$ cat config.mk
export PLATFORM = sky130hd
export DESIGN_NAME = apb_cmd_master
export DESIGN_NICKNAME = d
export VERILOG_FILES = /design/src/rtl/apb_cmd_master.sv
export SDC_FILE = /design/constraint.sdc
export NUM_CORES = 1
export LEC_CHECK = 0
export CORE_MARGIN = 2
export CORE_UTILIZATION = 45
export CTS_BUF_LIST = sky130_fd_sc_hd__clkbuf_16
export CTS_CLUSTER_SIZE = 16
export DETAILED_ROUTE_END_ITERATION = 10
export HOLD_SLACK_MARGIN = 0.06
export PLACE_DENSITY = 0.76
export SYNTH_ARGS = -nofsm -noshare
export SYNTH_HDL_FRONTEND = slang
export SYNTH_SLANG_ARGS = --single-unit
export TNS_END_PERCENT = 5
$ cat constraint.sdc
create_clock -name apbclk -period 3.4 [get_ports apbclk]
set_clock_uncertainty 0.1 [all_clocks]
set_input_delay 0.34 -clock apbclk [delete_from_list [all_inputs] [get_ports apbclk]]
set_output_delay 0.34 -clock apbclk [all_outputs]
set_load 0.01 [all_outputs]
$ cat src/rtl/apb_cmd_master.sv
`default_nettype none
// +----------------------------------------------------------------------------+
// | apb_cmd_master: FIFO-buffered command queue driving an APB master with     |
// | odd byte parity, read parity checking and an ACCESS-phase timeout.         |
// | Revision: 1.0                                                              |
// +----------------------------------------------------------------------------+
module apb_cmd_master #(
  parameter int ADDR_W  = 24,
  parameter int DATA_W  = 32,
  parameter int DEPTH   = 4,
  parameter int TIMEOUT = 255,
  localparam int NB     = DATA_W / 8,
  localparam int LVL_W  = $clog2(DEPTH) + 1
) (
  input  logic              apbclk,
  input  logic              rstn,
  input  logic              cmd_valid,
  output logic              cmd_ready,
  input  logic              cmd_write,
  input  logic [ADDR_W-1:0] cmd_addr,
  input  logic [DATA_W-1:0] cmd_wdata,
  input  logic [NB-1:0]     cmd_strb,
  output logic [LVL_W-1:0]  cmd_level,
  output logic              rsp_valid,
  input  logic              rsp_ready,
  output logic [DATA_W-1:0] rsp_rdata,
  output logic              rsp_err,
  output logic              rsp_timeout,
  output logic              rsp_parerr,
  output logic              busy,
  output logic [ADDR_W-1:0] APB_PADDR,
  output logic              APB_PSEL,
  output logic              APB_PENABLE,
  output logic              APB_PWRITE,
  output logic [DATA_W-1:0] APB_PWDATA,
  output logic [NB-1:0]     APB_PWDATA_PAR,
  output logic [NB-1:0]     APB_PSTRB,
  output logic              APB_PSTRB_PAR,
  input  logic [DATA_W-1:0] APB_PRDATA,
  input  logic [NB-1:0]     APB_PRDATA_PAR,
  input  logic              APB_PREADY,
  input  logic              APB_PSLVERR
);

  localparam int c_PW = $clog2(DEPTH);
  localparam int c_EW = 1 + ADDR_W + DATA_W + NB;
  localparam int c_TW = (TIMEOUT > 0) ? $clog2(TIMEOUT + 1) : 1;
  localparam bit c_TO_EN = (TIMEOUT > 0);
  localparam logic [c_TW:0] c_TO = TIMEOUT[c_TW:0];
  localparam logic [LVL_W-1:0] c_FULL = DEPTH[LVL_W-1:0];

  localparam logic [1:0] c_IDLE   = 2'd0;
  localparam logic [1:0] c_SETUP  = 2'd1;
  localparam logic [1:0] c_ACCESS = 2'd2;
  localparam logic [1:0] c_RESP   = 2'd3;

  logic [1:0]        r_state, w_state_nxt;
  logic              r_psel, r_penable, r_rsp_valid;
  logic              w_psel_nxt, w_penable_nxt, w_rsp_valid_nxt;
  logic [c_EW-1:0]   r_mem [DEPTH];
  logic [c_PW-1:0]   r_wptr, r_rptr;
  logic [LVL_W-1:0]  r_level;
  logic              w_push, w_pop;
  logic [c_EW-1:0]   w_head;
  logic              w_h_write;
  logic [ADDR_W-1:0] w_h_addr;
  logic [DATA_W-1:0] w_h_wdata;
  logic [NB-1:0]     w_h_strb;
  logic [c_TW-1:0]   r_tcnt;
  logic [c_TW:0]     w_tcnt_inc;
  logic              w_timeout;
  logic [ADDR_W-1:0] r_paddr;
  logic              r_pwrite;
  logic [DATA_W-1:0] r_pwdata;
  logic [NB-1:0]     r_pstrb;
  logic [NB-1:0]     w_rpar;
  logic [DATA_W-1:0] r_rsp_rdata;
  logic              r_rsp_err, r_rsp_timeout, r_rsp_parerr;

  assign cmd_ready = (r_level != c_FULL);
  assign cmd_level = r_level;
  assign w_push    = cmd_valid & cmd_ready;
  assign w_pop     = (r_state == c_IDLE) && (r_level != '0);

  assign w_head    = r_mem[r_rptr];
  assign w_h_write = w_head[c_EW-1];
  assign w_h_addr  = w_head[NB+DATA_W +: ADDR_W];
  assign w_h_wdata = w_head[NB +: DATA_W];
  assign w_h_strb  = w_head[NB-1:0];

  always_ff @(posedge apbclk) begin
    if (w_push) r_mem[r_wptr] <= {cmd_write, cmd_addr, cmd_wdata, cmd_strb};
  end

  // Pointers wrap naturally because DEPTH is a power of two.
  always_ff @(posedge apbclk or negedge rstn) begin
    if (!rstn) begin
      r_wptr  <= '0;
      r_rptr  <= '0;
      r_level <= '0;
    end else begin
      if (w_push) r_wptr <= r_wptr + c_PW'(1);
      if (w_pop)  r_rptr <= r_rptr + c_PW'(1);
      case ({w_push, w_pop})
        2'b10:   r_level <= r_level + LVL_W'(1);
        2'b01:   r_level <= r_level - LVL_W'(1);
        default: r_level <= r_level;
      endcase
    end
  end

  assign w_tcnt_inc = {1'b0, r_tcnt} + (c_TW+1)'(1);
  assign w_timeout  = c_TO_EN && (w_tcnt_inc == c_TO);

  always_ff @(posedge apbclk or negedge rstn) begin
    if (!rstn) begin
      r_tcnt <= '0;
    end else if (r_state == c_SETUP) begin
      r_tcnt <= '0;
    end else if (r_state == c_ACCESS && !APB_PREADY) begin
      r_tcnt <= w_tcnt_inc[c_TW-1:0];
    end
  end

  // State register; APB strobes and rsp_valid are registered from the next state.
  always_ff @(posedge apbclk or negedge rstn) begin
    if (!rstn) begin
      r_state     <= c_IDLE;
      r_psel      <= 1'b0;
      r_penable   <= 1'b0;
      r_rsp_valid <= 1'b0;
    end else begin
      r_state     <= w_state_nxt;
      r_psel      <= w_psel_nxt;
      r_penable   <= w_penable_nxt;
      r_rsp_valid <= w_rsp_valid_nxt;
    end
  end

  always_comb begin
    w_state_nxt = r_state;
    case (r_state)
      c_IDLE:   if (r_level != '0) w_state_nxt = c_SETUP;
      c_SETUP:  w_state_nxt = c_ACCESS;
      c_ACCESS: if (APB_PREADY || w_timeout) w_state_nxt = c_RESP;
      c_RESP:   if (rsp_ready) w_state_nxt = c_IDLE;
      default:  w_state_nxt = c_IDLE;
    endcase
  end

  always_comb begin
    w_psel_nxt      = (w_state_nxt == c_SETUP) || (w_state_nxt == c_ACCESS);
    w_penable_nxt   = (w_state_nxt == c_ACCESS);
    w_rsp_valid_nxt = (w_state_nxt == c_RESP);
  end

  for (genvar i = 0; i < NB; i++) begin : g_par
    assign APB_PWDATA_PAR[i] = ~^r_pwdata[8*i +: 8];
    assign w_rpar[i]         = ~^APB_PRDATA[8*i +: 8];
  end

  always_ff @(posedge apbclk or negedge rstn) begin
    if (!rstn) begin
      r_paddr       <= '0;
      r_pwrite      <= 1'b0;
      r_pwdata      <= '0;
      r_pstrb       <= '0;
      r_rsp_rdata   <= '0;
      r_rsp_err     <= 1'b0;
      r_rsp_timeout <= 1'b0;
      r_rsp_parerr  <= 1'b0;
    end else begin
      if (w_pop) begin
        r_paddr  <= w_h_addr;
        r_pwrite <= w_h_write;
        r_pwdata <= w_h_wdata;
        r_pstrb  <= w_h_write ? w_h_strb : '0;
      end else if (w_state_nxt == c_IDLE || w_state_nxt == c_RESP) begin
        r_pwrite <= 1'b0;
        r_pwdata <= '0;
        r_pstrb  <= '0;
      end
      // PREADY wins over a timeout landing on the same edge.
      if (r_state == c_ACCESS && APB_PREADY) begin
        r_rsp_rdata   <= r_pwrite ? '0 : APB_PRDATA;
        r_rsp_err     <= APB_PSLVERR;
        r_rsp_timeout <= 1'b0;
        r_rsp_parerr  <= !r_pwrite && (APB_PRDATA_PAR != w_rpar);
      end else if (r_state == c_ACCESS && w_timeout) begin
        r_rsp_rdata   <= '0;
        r_rsp_err     <= 1'b1;
        r_rsp_timeout <= 1'b1;
        r_rsp_parerr  <= 1'b0;
      end else if (r_state == c_RESP && rsp_ready) begin
        r_rsp_rdata   <= '0;
        r_rsp_err     <= 1'b0;
        r_rsp_timeout <= 1'b0;
        r_rsp_parerr  <= 1'b0;
      end
    end
  end

  assign APB_PSEL      = r_psel;
  assign APB_PENABLE   = r_penable;
  assign APB_PADDR     = r_paddr;
  assign APB_PWRITE    = r_pwrite;
  assign APB_PWDATA    = r_pwdata;
  assign APB_PSTRB     = r_pstrb;
  assign APB_PSTRB_PAR = ~^r_pstrb;
  assign rsp_valid     = r_rsp_valid;
  assign rsp_rdata     = r_rsp_rdata;
  assign rsp_err       = r_rsp_err;
  assign rsp_timeout   = r_rsp_timeout;
  assign rsp_parerr    = r_rsp_parerr;
  assign busy          = (r_state != c_IDLE) || (r_level != '0);

endmodule
`default_nettype wire

# Word level (Yosys, flattened, before mapping)
# Memory sizes are Yosys's and may differ from the RTL's.
# Index checks and enable logic that the tools add are counted.
# op_classes
n_reduce_logical	29
addsub	5
bitwise	1
n_eq_ne	11
mux	26
# op_table
operator	n
two-way mux 32 bit	6
XNOR reduction 8 bit	8
two-way mux 8 bit	2
two-way mux 4 bit	3
equality test 2 bit (second input constant)	5
two-way mux 1 bit	10
adder 8 x 1 -> 9 bit (second input constant)	1
equality test 9 x 8 -> 1 bit (second input constant)	1
case mux 2 bit (4 select lines)	1
nonzero test 2 bit	4
equality test 2 x 1 -> 1 bit (second input constant)	3
logical AND 1 bit	6
two-way mux 2 bit	3
case mux 3 bit (2 select lines)	1
nonzero test 3 bit	2
adder 2 x 1 -> 2 bit (second input constant)	2
zero test 2 bit	2
logical OR 1 bit	4
!= test 4 bit	1
XNOR reduction 4 bit	1
adder 3 x 1 -> 3 bit (second input constant)	1
!= test 3 bit (second input constant)	1
subtractor 3 x 1 -> 3 bit (second input constant)	1
zero test 1 bit	2
bitwise AND 1 bit	1
# word_totals
ram_bits	244
register_bits	116
output_inout_bits	109
mem_count	1
# memory_table
memory	depth	word_bits	read_ports	rd_ports_with_merged_regs	write_ports	line_no	text
r_mem	4	61	1	0	1	60	logic [c_EW-1:0] r_mem [DEPTH];

# Depth between registers and ports, before layout
# Gate-level depths: netlist (run 1).
# depth
depth_word	9
mapped_depth	12

# Worst setup path after synthesis (run 1)
# Ideal clock, no wire load.
# synth_path
path_type	register -> register
startpoint	register r_level[0] (netlist: cmd_level[0])
endpoint	memory r_mem[0][0] in the netlist's numbering, enable pin
required_ns	2.874
setup_ns	0.426
path_stages_with_launch	4
path_buffers	0
setup_slack_ns	0.652
arrival_ns	2.222
path_cell_list	dfrtp_1 > inv_1 > nand3_1 > and3_1
# synth_between
elab_chain_cells	4
# synth_rtl
element	line_no	text
from (decl)	62	logic [LVL_W-1:0] r_level;
from (signal assigned)	105	2'b10: r_level <= r_level + LVL_W'(1);
from (signal assigned)	106	2'b01: r_level <= r_level - LVL_W'(1);
from (signal assigned)	107	default: r_level <= r_level;
!= test 3 bit	80	assign cmd_ready = (r_level != c_FULL);
named net cmd_ready	18	output logic cmd_ready,
bitwise AND 1 bit	82	assign w_push = cmd_valid & cmd_ready;
two-way mux 1 bit	92	if (w_push) r_mem[r_wptr] <= {cmd_write, cmd_addr, cmd_wdata, cmd_strb};
two-way mux 1 bit (implied by the code)	92	
to (decl)	60	
# The timed path passes the listed nets, and every way through them passes these cells.

# Final worst setup path (run 1)
# layout_path
startpoint	register r_tcnt[1]
endpoint	register r_pwdata[22] (netlist: APB_PWDATA[22])
# layout_between
elab_chain_cells	8
word_cells_on_any_way	9
classes_between	1 x add/sub; 2 x eq/ne; 2 x mux; 4 x reduce/logical
# layout_rtl
element	line_no	text
from (decl)	69	logic [c_TW-1:0] r_tcnt;
from (signal assigned)	121	r_tcnt <= w_tcnt_inc[c_TW-1:0];
adder 8 x 1 -> 9 bit *	112	assign w_tcnt_inc = {1'b0, r_tcnt} + (c_TW+1)'(1);
equality test 9 x 8 -> 1 bit *	113	assign w_timeout = c_TO_EN && (w_tcnt_inc == c_TO);
logical OR 1 bit *	145	c_ACCESS: if (APB_PREADY || w_timeout) w_state_nxt = c_RESP;
two-way mux 2 bit *	145	
case mux 2 bit (4 select lines) *	142	case (r_state)
named net w_state_nxt[0]	57	logic [1:0] r_state, w_state_nxt;
equality test 2 bit or zero test 2 bit (tied branches)	178	end else if (w_state_nxt == c_IDLE || w_state_nxt == c_RESP) begin
logical OR 1 bit *	178	
nonzero test 2 bit (no line) *	--	
to (signal assigned)	176	r_pwdata <= w_h_wdata;
to (decl)	74	logic [DATA_W-1:0] r_pwdata;
# Mark *: on every way through the listed nets, which the timed path passes. The rest lies on a longest branch.
# A chain may end at the register's enable or synchronous reset.

==> Implementation_results.wiki, run 1 <==
{| class="wikitable"
! Metric !! Value
|-
| Estimated wirelength of the detail-placed design || 18400 um
|-
| Max H-tree Level || 2
|-
| Number of standard cells after synthesis || 847
|-
| Predominant post-synthesis flop cell || edfxtp_1
|-
| Crit-path most repeated cell || ha_1
|-
| Worst ir drop on vdd || 0.000555 V
|-
| First DRT Iteration DRCs || 453
|-
| Net Sw Frac || 30.3%
|-
| Min-Delay Path Class || in2reg
|-
| Via total after detailed routing || 7904
|-
| Destination of the worst register-to-register timing path || APB_PWDATA[22]
|-
| Vias per cell || 5.27
|-
| Cell taking the most area after synthesis || edfxtp_1
|-
| Data required time of the worst path || 3740 ps
|-
| Worst-Skew Late Latency || 510 ps
|-
| Final setup margin || 705 ps
|-
| Family of cells with the greatest summed delay on the critical path || simple AND/OR/NAND/NOR gates
|-
| Maxcap violations || 0
|-
| First-pass GRT wire length || 47500 um
|-
| Last weighted congestion value of the routability-driven placer || 0.770
|-
| Number of global-route vias before repair || 8379
|-
| Cts repair resizes || 0
|-
| Most common library cell in the layout ignoring fill and taps || edfxtp_1
|-
| Unrepaired setup endpoints after global routing || false
|-
| Number of clock buffers inserted by TritonCTS || 37
|-
| Filler instances || 2418
|-
| Post-placement cell count || 1430
|-
| Most area-consuming cells after synthesis || edfxtp_1 52%, dfrtp_1 20%, mux4_2 9.7%
|-
| Quantity of I/O buffers inserted on ports || 211
|-
| Number of routed nets with antenna violations || 0
|-
| Terminating pin of the worst hold path || r_mem[1][47]
|-
| Commonest non-fill, non-tap cells in the layout || 244 x edfxtp_1, 210 x clkdlybuf4s50_1, 151 x nand2_1
|-
| Detailed-route wire length || 29900 um
|-
| Net switching power || 4.57 mW
|-
| Final number of setup-violating endpoints || 0
|-
| Average detailed-routed wire length per instance || 20.0 um
|-
| Number of slew-limit violations in the final report || 0
|-
| Final sum of negative setup slack || 0 ps
|-
| Worst reg-to-reg setup slack || 710 ps
|-
| Share of post-route cells with drive strength above 1 || 13.5%
|-
| Number of ports placed on the die boundary || 212
|-
| Share of Yosys cell area claimed by the top area cell type || 51.6%
|-
| Starting density of the core || 45.3%
|-
| Initial antenna violation count || 3
|-
| Max Fanout on Critical Path || 38
|-
| Post-CTS repair timing setup buffer count || 0
|-
| Min Tclk post-route || 2690 ps
|-
| Origin of the critical flop-to-flop path || r_tcnt[1]
|-
| Horiz. Die Dim || 182 um
|-
| Cell internal power dissipation || 10.5 mW
|-
| Max Clock Freq || 0.371 GHz
|-
| Critical Path Source Type || flop
|-
| Number of enable flip-flop cells after synthesis || 244
|-
| Data arrival, critical path || 3030 ps
|-
| FFs w/ async S/R, synth || 32.2%
|-
| Cell area after synthesis || 0.0142 mm2
|-
| Total power per unit cell area || 839 mW/mm2
|-
| HP Start || cmd_addr[11]
|-
| Type of destination of the critical path || flop
|-
| GRT Resource Usage Total || 18.5%
|-
| Hold Path Stages || 1
|-
| Cells along the critical path || ha_1 > and3_1 > nand3_2 > xnor2_2 > and3_2 > o21a_1 > ha_1 > buf_4 > nand3_1 > nand2_1
|-
| Final cycle utilization of the critical path || 79.3%
|-
| Leak Pwr || 6.78 nW
|-
| Number of nets in the synthesized netlist || 960
|-
| Drt first pass iters || 7
|-
| Post-synthesis sequential area ratio || 72.1%
|-
| Final cell count without fillers || 1499
|-
| Die extent in y || 182 um
|-
| Synthesis Warnings || 0
|-
| Endpoints failing hold || 0
|-
| Number of storage elements in the synthesis netlist || 360
|-
| Setup slack at placement || 726 ps
|-
| Clock root cell || clkbuf_16
|-
| Count of nets after finishing || 1181
|-
| Relative slew margins || 35.5%
|-
| Seq pwr share || 43.1%
|-
| Worst Max-Slew Pin Slew || 967 ps
|-
| Clk network pwr share || 25.7%
|-
| Hold buffer count at cts || 1
|-
| Final Total Pwr || 15.1 mW
|-
| CTS tree || yes
|-
| Combinational share of power || 31.1%
|-
| Clk sink count || 360
|-
| Die Outline Area || 0.0330 mm2
|-
| Core Footprint || 0.0313 mm2
|-
| Yosys cell types || 47
|-
| Area growth from synthesis to layout || 26.7%
|-
| Total global routing overflow || 0
|-
| Type of the worst setup path || reg2reg
|-
| Crit-path max cell delay || 440 ps
|-
| Clock-pin slew on the worst setup and hold paths || 60 ps
|-
| Result of the run || complete, no violations
|-
| Number of buffers and inverters on the critical path || 1
|-
| Worst reg2reg path depth || 10
|-
| Longest Clk Path Bufs || 3
|-
| Post-route DRC violation count || 0
|-
| Stages on the worst setup path || 10
|-
| Largest net degree at the start of global routing || 93
|-
| Critical-path top delay cell || dfrtp_1
|-
| Post-Syn Area per Cell || 16.8 um2
|-
| Number of rows created at floorplan || 65
|}
-- cell usage after synthesis, types with 4 or more instances --
library cell,n
xnor2_1,56
nand3_1,45
nor2b_1,4
clkbuf_1,26
a22o_1,29
edfxtp_1,244
mux2i_1,6
inv_1,8
nand2_1,151
nor2_1,9
dfrtp_1,116
buf_2,9
xor2_1,7
xnor3_1,4
mux4_2,61
buf_1,4
and3_1,6
ha_1,9
a22o_2,4
buf_6,4
o21ai_0,10
-- flip-flops by register name, summed over array words and instances (netlist names) --
name / count
APB_PSEL: 1
cmd_level: 3
r_wptr: 2
APB_PWDATA: 32
r_tcnt: 8
rsp_err: 1
rsp_valid: 1
rsp_rdata: 32
APB_PSTRB: 4
rsp_timeout: 1
APB_PADDR: 24
APB_PWRITE: 1
APB_PENABLE: 1
r_mem: 244
r_rptr: 2
rsp_parerr: 1
r_state: 2
-- power groups by stage --
stage / Combinational (mW) / Clock (mW) / Sequential [mW]
global placement: 4.69 / 0 / 6.57
floorplan: 2.89 / 0 / 6.41
detailed placement: 4.76 / 0 / 6.62
CTS: 4.79 / 3.99 / 6.54
global route: 5.11 / 4.17 / 6.64
finish: 4.70 / 3.88 / 6.51
-- cell families (layout without fill, tap and decap cells) --
group | Yosys count | count (layout) | synth area share [%]
compound gates | 54 | 54 | 3.12
xor+xnor | 69 | 69 | 4.75
fa+ha+maj | 10 | 10 | 0.934
buf+inv | 53 | 302 | 1.72
flops | 360 | 360 | 72.1
mux | 68 | 68 | 10.2
other cells | 0 | 1 | 0
simple gates | 233 | 233 | 7.24
-- layout make-up --
class	count	area [um2]	area share [%]
clock buffer	37	926	5.15
tap	402	503	2.80
antenna	1	2.50	0.0139
sequential	360	10200	56.9
clock inverter	30	240	1.34
inverter	9	33.8	0.188
multi-input combinational	434	3750	20.8
timing repair buffer	226	2290	12.7
-- metal layers --
metal,vias up,part of all wire (%),track usage (%)
met1,4004,41,24.0
met5,-,0.090,0
met3,43,7.0,4.31
met4,4,1.8,3.84
met2,243,50,32.1
li1,3610,-,-
-- worst max-delay path by stage --
stage / startpoint / to / slack [ps]
floorplan: cmd_level[0] / r_mem[0][0] / 650
global placement: r_tcnt[1] / APB_PWDATA[30] / 860
detailed placement: r_tcnt[1] / APB_PWDATA[20] / 730
CTS: r_tcnt[1] / APB_PWDATA[16] / 700
global route: r_tcnt[1] / APB_PWDATA[19] / 520
finish: r_tcnt[1] / APB_PWDATA[22] / 710
-- per-stage QoR --
| stage | area (um2) | util, % | hold WS [ps] |
|---|---|---|---|
| 2_1_floorplan | 14200 | - | -55.6 |
| 3_3_place_gp | 16800 | 53.7 | 360 |
| 3_5_place_dp | 16800 | 53.7 | 361 |
| 4_1_cts | 18000 | 57.4 | 337 |
| 5_1_grt | 18000 | 57.4 | 358 |
| 6_report | 18000 | 57.4 | 363 |
(Power assumes the default switching activity.)
==> run 2: changes to the inputs <==
==> constraint.sdc (replaced) <==
create_clock -name apbclk -period 2.76 [get_ports apbclk]
set_clock_uncertainty 0.1 [all_clocks]
set_input_delay 0.276 -clock apbclk [delete_from_list [all_inputs] [get_ports apbclk]]
set_output_delay 0.276 -clock apbclk [all_outputs]
set_load 0.01 [all_outputs]
==> run 2 against run 1 <==
Non-clock buffer count up 7. First-iteration DRC count up 28%. Critical path depth unchanged. Count of clock-buffer cells in the layout up 2. Sequential power up 21%. Setup slack worse by 490 ps. Routed wire length up 1.5%. Via count up 0.44%. Sequential share of layout area down 0.49 points. Final cell count up 0.60%. Critical path type unchanged. Critical endpoint is now APB_PWDATA[31].
==> Implementation_results.wiki, run 2 (synthesized netlist as in run 1, its figures left out) <==
{| class="wikitable"
! Metric !! Value
|-
| Min Tclk post-route || 2550 ps (was 2690 ps)
|-
| First DRT Iteration DRCs || 579 (was 453)
|-
| Crit-path max cell delay || 440 ps (about the same)
|-
| First-pass GRT wire length || 48100 um (was 47500 um)
|-
| Number of global-route vias before repair || 8535 (was 8379)
|-
| CTS tree || yes (unchanged)
|-
| Worst ir drop on vdd || 0.000856 V (was 0.000555 V)
|-
| Largest net degree at the start of global routing || 63 (was 93)
|-
| Worst hold-check slack || 190 ps (was 363 ps)
|-
| Share of post-route cells with drive strength above 1 || 14.7% (was 13.5%)
|-
| Number of flip-flops under the largest register name || 244 (unchanged)
|-
| Relative slew margins || 44.7% (was 35.5%)
|-
| Die extent in y || 182 um (unchanged)
|-
| Max H-tree Level || 2 (unchanged)
|-
| Total power per unit cell area || 1050 mW/mm2 (was 839 mW/mm2)
|-
| Crit-path most repeated cell || ha_1 (unchanged)
|-
| Most common library cell in the layout ignoring fill and taps || edfxtp_1 (unchanged)
|-
| Number of rows created at floorplan || 65 (unchanged)
|-
| Final Total Pwr || 19.0 mW (was 15.1 mW)
|-
| Min-Delay Path Class || in2async (was in2reg)
|-
| Count of nets after finishing || 1189 (was 1181)
|-
| Endpoints failing hold || 0 (unchanged)
|-
| Average detailed-routed wire length per instance || 20.2 um (was 20.0 um)
|-
| Final cycle utilization of the critical path || 92.3% (was 79.3%)
|-
| Family of cells with the greatest summed delay on the critical path || simple AND/OR/NAND/NOR gates (unchanged)
|-
| Unrepaired setup endpoints after global routing || false (unchanged)
|-
| Cells along the critical path || ha_1 > and3_1 > nand3_2 > xnor2_2 > and3_2 > o21a_1 > ha_1 > buf_12 > nand3_1 > nand2_1 (was ha_1 > and3_1 > nand3_2 > xnor2_2 > and3_2 > o21a_1 > ha_1 > buf_4 > nand3_1 > nand2_1)
|-
| Maxcap violations || 0 (unchanged)
|-
| Commonest non-fill, non-tap cells in the layout || 244 x edfxtp_1, 210 x clkdlybuf4s50_1, 151 x nand2_1 (unchanged)
|-
| Data required time of the worst path || 3110 ps (was 3740 ps)
|-
| Estimated wirelength of the detail-placed design || 18500 um (was 18400 um)
|-
| Worst reg-to-reg setup slack || 210 ps (was 710 ps)
|-
| Die Outline Area || 0.0330 mm2 (unchanged)
|-
| Post-route DRC violation count || 0 (unchanged)
|-
| GRT Resource Usage Total || 18.8% (was 18.5%)
|-
| Critical-path top delay cell || dfrtp_1 (unchanged)
|-
| Leak Pwr || 6.87 nW (was 6.78 nW)
|-
| Result of the run || complete, no violations (unchanged)
|-
| Area growth from synthesis to layout || 27.8% (was 26.7%)
|-
| Worst Max-Slew Pin Slew || 829 ps (was 967 ps)
|-
| Number of routed nets with antenna violations || 0 (unchanged)
|-
| Number of clock buffers inserted by TritonCTS || 38 (was 37)
|-
| Final sum of negative setup slack || 0 ps (unchanged)
|-
| Max Fanout on Critical Path || 38 (unchanged)
|-
| Clk sink count || 360 (unchanged)
|-
| Final number of setup-violating endpoints || 0 (unchanged)
|-
| Number of slew-limit violations in the final report || 0 (unchanged)
|-
| Antenna cells || 0 (was 1)
|-
| Horiz. Die Dim || 182 um (unchanged)
|-
| Quantity of I/O buffers inserted on ports || 211 (unchanged)
|-
| Register with the highest flop count || r_mem (unchanged)
|-
| Setup slack at placement || 209 ps (was 726 ps)
|-
| Number of ports placed on the die boundary || 212 (unchanged)
|-
| Area of combinational cells with multiple inputs || 0.00375 mm2 (unchanged)
|-
| Critical Path Source Type || flop (unchanged)
|-
| Post-CTS repair timing setup buffer count || 0 (unchanged)
|-
| Filler instances || 2342 (was 2418)
|-
| Data arrival, critical path || 2900 ps (was 3030 ps)
|-
| Number of buffers and inverters on the critical path || 1 (unchanged)
|-
| Core Footprint || 0.0313 mm2 (unchanged)
|-
| Longest Clk Path Bufs || 3 (unchanged)
|-
| Type of the worst setup path || reg2reg (unchanged)
|-
| Final setup margin || 213 ps (was 705 ps)
|-
| Via total after detailed routing || 7939 (was 7904)
|-
| Type of destination of the critical path || flop (unchanged)
|-
| Initial antenna violation count || 1 (was 3)
|-
| Clock-pin slew on the worst setup and hold paths || 60 ps (about the same)
|-
| Max Clock Freq || 0.393 GHz (was 0.371 GHz)
|-
| Total global routing overflow || 0 (unchanged)
|-
| Clock root cell || clkbuf_16 (unchanged)
|-
| Worst-Skew Late Latency || 520 ps (was 510 ps)
|-
| Vias per cell || 5.26 (was 5.27)
|-
| Detailed-route wire length || 30400 um (was 29900 um)
|-
| Last weighted congestion value of the routability-driven placer || 0.796 (was 0.770)
|-
| Starting density of the core || 45.3% (unchanged)
|-
| Drt first pass iters || 5 (was 7)
|-
| Sequential Area || 0.0102 mm2 (unchanged)
|}
## run 2: cell types whose count changed in the layout (fill, tap and decap cells not counted)
cell,change
clkinv_2,+5
inv_16,+1
clkinv_1,-5
diode_2,-1
buf_4,+5
clkinvlp_4,+1
clkinv_4,+1
clkbuf_16,+2
inv_2,-1
inv_4,-1
buf_12,+2
## run 2: timing repair
action	in CTS	in global routing
gates resized for setup	0	0
hold endpoints to repair	53	0
hold buffers	1	0
## run 2: final timing paths
kind / endpoint / from / cells past startpoint
setup / recovery: APB_PWDATA[31] / r_tcnt[1] / 10
hold / removal: rsp_rdata[12] / rstn / 2
setup reg to reg: APB_PWDATA[31] / r_tcnt[1] / 10
hold reg to reg: APB_PADDR[1] / APB_PADDR[1] / 2
max in group asynchronous: r_rptr[0] / rstn / 3
min in group apbclk: r_mem[2][60] / cmd_write / 1
## run 2: final cells by class
type | count | area share [%]
clock buffers | 39 | 5.38
clock inverters | 31 | 1.50
inverters | 9 | 0.186
multi-input cells | 434 | 20.7
flip-flops and latches | 360 | 56.4
well taps | 402 | 2.77
repair buffers | 233 | 13.1
## run 2: power by group
| part | switching (mW) | internal [mW] |
|---|---|---|
| logic | 2.99 | 3.11 |
| registers | 0.733 | 7.15 |
| clock network | 2.06 | 2.97 |
## run 2: stage by stage
step	cells	util [%]	instance area, um2
after detailed placement	1437	53.9	16900
after global routing	1508	57.9	18100
after CTS	1508	57.9	18100
final	1508	57.9	18100
after floorplan	847	-	14200
after global placement	1437	53.9	16900
## run 2: routing by layer
layer,share of wire (%),GRT usage [%]
met1,42,24.3
met2,49,32.4
met3,7.0,4.25
met4,2.1,4.52
met5,0.043,0
